## src/rtl/store_log_fifo.sv

```systemverilog
// Show-ahead FIFO holding accepted stores; the head entry is presented combinationally.
// A push into a full FIFO is only taken when a pop frees a slot on the same edge.
module store_log_fifo #(
   parameter int DEPTH = 8,
   parameter int WIDTH = 64
) (
   input  logic             clk,
   input  logic             rst,
   input  logic             push,
   input  logic             pop,
   input  logic [WIDTH-1:0] din,
   output logic [WIDTH-1:0] dout,
   output logic             full,
   output logic             empty
);

   localparam int AW = $clog2(DEPTH);
   localparam logic [AW:0] PTR_ONE = 1;

   // One extra pointer bit distinguishes full from empty.
   logic [AW:0]      wr_ptr_reg;
   logic [AW:0]      rd_ptr_reg;
   logic [WIDTH-1:0] mem [DEPTH];
   logic             do_push;
   logic             do_pop;

   assign empty   = (wr_ptr_reg == rd_ptr_reg);
   assign full    = (wr_ptr_reg[AW] != rd_ptr_reg[AW]) &&
                    (wr_ptr_reg[AW-1:0] == rd_ptr_reg[AW-1:0]);
   assign do_pop  = pop && !empty;
   assign do_push = push && (!full || do_pop);

   always_ff @(posedge clk or negedge rst) begin
      if (!rst) begin
         wr_ptr_reg <= '0;
         rd_ptr_reg <= '0;
      end else begin
         if (do_push) wr_ptr_reg <= wr_ptr_reg + PTR_ONE;
         if (do_pop)  rd_ptr_reg <= rd_ptr_reg + PTR_ONE;
      end
   end

   always_ff @(posedge clk) begin
      if (do_push) mem[wr_ptr_reg[AW-1:0]] <= din;
   end

   // Stale storage is masked so the head reads zero whenever nothing is queued.
   assign dout = empty ? '0 : mem[rd_ptr_reg[AW-1:0]];

endmodule

```

## config.mk

```make
export PLATFORM = sky130hd
export DESIGN_NAME = store_log_fifo
export DESIGN_NICKNAME = d
export VERILOG_FILES = /design/src/rtl/store_log_fifo.sv
export SDC_FILE = /design/constraint.sdc
export NUM_CORES = 1
export LEC_CHECK = 0
export CORE_ASPECT_RATIO = 0.8
export CORE_MARGIN = 5
export CORE_UTILIZATION = 29
export DETAILED_ROUTE_END_ITERATION = 10
export SLEW_MARGIN = 20
export SYNTH_ARGS = -nofsm -noshare
export SYNTH_HDL_FRONTEND = slang
export SYNTH_SLANG_ARGS = --single-unit
```

## constraint.sdc

```tcl
create_clock -name clk -period 10 [get_ports clk]
set_input_delay 1 -clock clk [delete_from_list [all_inputs] [get_ports clk]]
set_output_delay 1 -clock clk [all_outputs]
set_load 0.03 [all_outputs]
```

==> impl_metrics.py <==
metrics = {
    "detailed_routing": {
        "vias": 9017,
        "drcViolationCount": 0,
        "wl_mm": 42.99,
        "ant_nets": 0,
        "via_per_inst": 4.511,
        "initialDrtViolationCount": 626,
        "drt_first_pass_iters": 6,
        "wl_per_cell_um": 21.51,
    },
    "critical_path": {
        "critical_path_required_ps": 9000,
        "crit_path_end_kind": "primary output",
        "slowest_stage": "dfrtp_4",
        "cp-start-kind": "register",
        "crit_top_cell": "buf_4",
        "crit_fanout": 33,
        "worstPathCellList": "buf_4 > buf_4 > mux4_2 > mux2i_1 > nor2_1 > clkdlybuf4s50_1",
        "reg2reg_slack_ps": 6490,
        "critPathMaxStageDelay_ps": 770,
        "worstSetupPathType": "reg -> out",
        "critical_path_arrival_ps": 4260,
    },
    "floorplan": {
        "die_h_um": 244.8,
        "initial_core_util_pct": 29.12,
        "dieWidth_um": 303.6,
        "die_area_mm2": 0.07433,
        "ios": 134,
        "core-area_mm2": 0.06865,
        "rows": 86,
    },
    "timing": {
        "period_needed_ps": 5262,
        "drv_slew": 0,
        "relSlewSlack_pct": 28.75,
        "holdWs_ps": 593.9,
        "max_slew.worst_pin.slew_ps": 1069,
        "final.setup.tns_ps": 0,
        "final_hold_viol_count": 0,
        "max_freq_ghz": 0.1900,
        "rsz0062_at_grt": "false",
        "setup_viol_count_final": 0,
        "finalClockSkew_ps": 19.46,
        "fin_crit_sh_pct": 52.62,
    },
    "run_status": {
        "status": "completed",
    },
    "global_route": {
        "grt_pass1_wl_mm": 64.43,
        "grt_start_max_net_pins": 68,
        "track_usage_pct": 11.58,
        "antenna_found_initial": 4,
        "grt-ovfl-total": 0,
        "grt_pass1_vias": 9797,
    },
    "synthesis": {
        "yosysWarnings": 0,
        "syn_avg_cell_area_um2": 22.98,
        "ys_ff_latch": 520,
        "syn_area_mm2": 0.01999,
        "syn_nets": 940,
        "synth_cell_type_count": 29,
        "yosysSeqAreaShare_pct": 77.90,
        "synthCells": 870,
    },
    "final_layout": {
        "post-route-util_pct": 34.98,
        "stdcell_count": 1999,
        "antenna_cells": 0,
        "final_cell_mix": "edfxtp_1 (512), clkdlybuf4s50_1 (133), mux4_2 (128)",
        "area_delta_synth_final_pct": 20.13,
        "nFillCells": 6416,
        "largest_reg_flops": 512,
        "final_common_cell": "edfxtp_1",
        "final_nets": 1101,
        "drive_gt1_share_pct": 22.51,
    },
    "power_and_ir_drop": {
        "leakagePower_uw": 0.007626,
        "power_uw": 7702,
        "power_density_mw_per_mm2": 320.7,
        "ir_drop_mv": 0.1718,
    },
    "worst_hold_path": {
        "hold_path.class": "reg -> reg",
    },
    "placement": {
        "place.gp.congestion": 0.6786,
        "io_buffers": 133,
        "dpl.hpwl_mm": 22.98,
        "place_inst": 1900,
    },
    "clock_tree": {
        "cts_tree": "yes",
        "cts.path.max_buffers": 3,
        "htree_num_levels": 2,
        "root_buffer": "clkbuf_16",
        "postCtsHoldBufs": 0,
        "cts.clk_slew.worst_paths_ps": 60,
        "cts_setup_buffers": 0,
        "cts_resized": 0,
        "clock_sinks": 520,
        "insertion_delay_ps": 580,
        "cts-buffers-inserted": 53,
    },
    "job": {
        "cap_violations": 0,
    },
}
==> final cells by class <==
type	count	area [um^2]	area share (%)
Timing Repair Buffer	155	1496	6.231
Multi-Input combinational cell	300	4149	17.28
Clock inverter	34	232.7	0.9690
Tap cell	924	1156	4.814
Sequential cell	520	15590	64.90
Clock buffer	65	1393	5.798
Inverter	1	3.754	0.01563
==> power by group <==
part / switching, uW / total (uW) / internal (uW)
sequential: 211 / 2960 / 2750
clock: 793 / 1840 / 1040
combinational: 1640 / 2910 / 1260
total: 2650 / 7700 / 5050
==> path summary, 6_finish.rpt <==
| kind | cells past startpoint | end | start |
|---|---|---|---|
| setup / recovery | 6 | dout[26] | rd_ptr_reg[0]$_DFFE_PN0P_ |
| hold / removal | 2 | rd_ptr_reg[3]$_DFFE_PN0P_ | rd_ptr_reg[3]$_DFFE_PN0P_ |
| setup reg to reg | 6 | mem[3][23]$_DFFE_PP_ | rd_ptr_reg[1]$_DFFE_PN0P_ |
| hold reg to reg | 2 | rd_ptr_reg[3]$_DFFE_PN0P_ | rd_ptr_reg[3]$_DFFE_PN0P_ |
| max in group asynchronous | 1 | rd_ptr_reg[0]$_DFFE_PN0P_ | rst |
| min in group asynchronous | 1 | rd_ptr_reg[3]$_DFFE_PN0P_ | rst |
==> cell usage after synthesis (all sizes together) <==
master	instances	share of area [%]
nor2	69	1.3
inv	1	0.019
dfrtp	8	1.0
nor3	4	0.10
and4	1	0.056
nand2b	2	0.063
o311ai	2	0.088
nand4	2	0.063
edfxtp	512	77
xor2	1	0.044
ha	2	0.13
o31ai	2	0.10
nand3	2	0.075
nor4b	1	0.044
or4	1	0.038
nand2	6	0.11
mux2i	64	3.2
mux2	2	0.11
buf	44	1.5
nor4	3	0.094
xnor2	7	0.46
mux4	128	14
clkbuf	5	0.094
o21ai	1	0.025
==> worst max-delay path: cells and delay by family, from the launching register on <==
kind	cells	cell delay, ps
buf+inv	3	1930
flops	1	770
mux	2	810
simple gates	1	70
==> cells by family after synthesis <==
family                   share of synthesized area [%]
buffers and inverters                            1.583
AO/OA/AOI/OAI                                   0.2128
adder cells (fa/ha/maj)                         0.1251
multiplexers                                     17.74
XOR/XNOR                                        0.5007
AND/OR/NAND/NOR                                  1.940
flip-flops                                       77.90
==> per-layer routing <==
metal  wire length (um)  track usage, %  vias up  share of wire [%]
li1                   -               -     3968                  -
met1              18670           15.23     4808                 43
met2              21450           19.61      165                 50
met3               2049           2.803       68                4.8
met4                760           2.600        8                1.8
met5                 61               0        -               0.14
==> through the flow <==
stage	instance area [um^2]	setup slack (ps)
3_5_place_dp	22390	5147
3_3_place_gp	22390	5126
6_report	24020	4738
5_1_grt	24020	4339
2_1_floorplan	19990	1314
4_1_cts	24020	4504
Power figures use the tool's default switching activity.
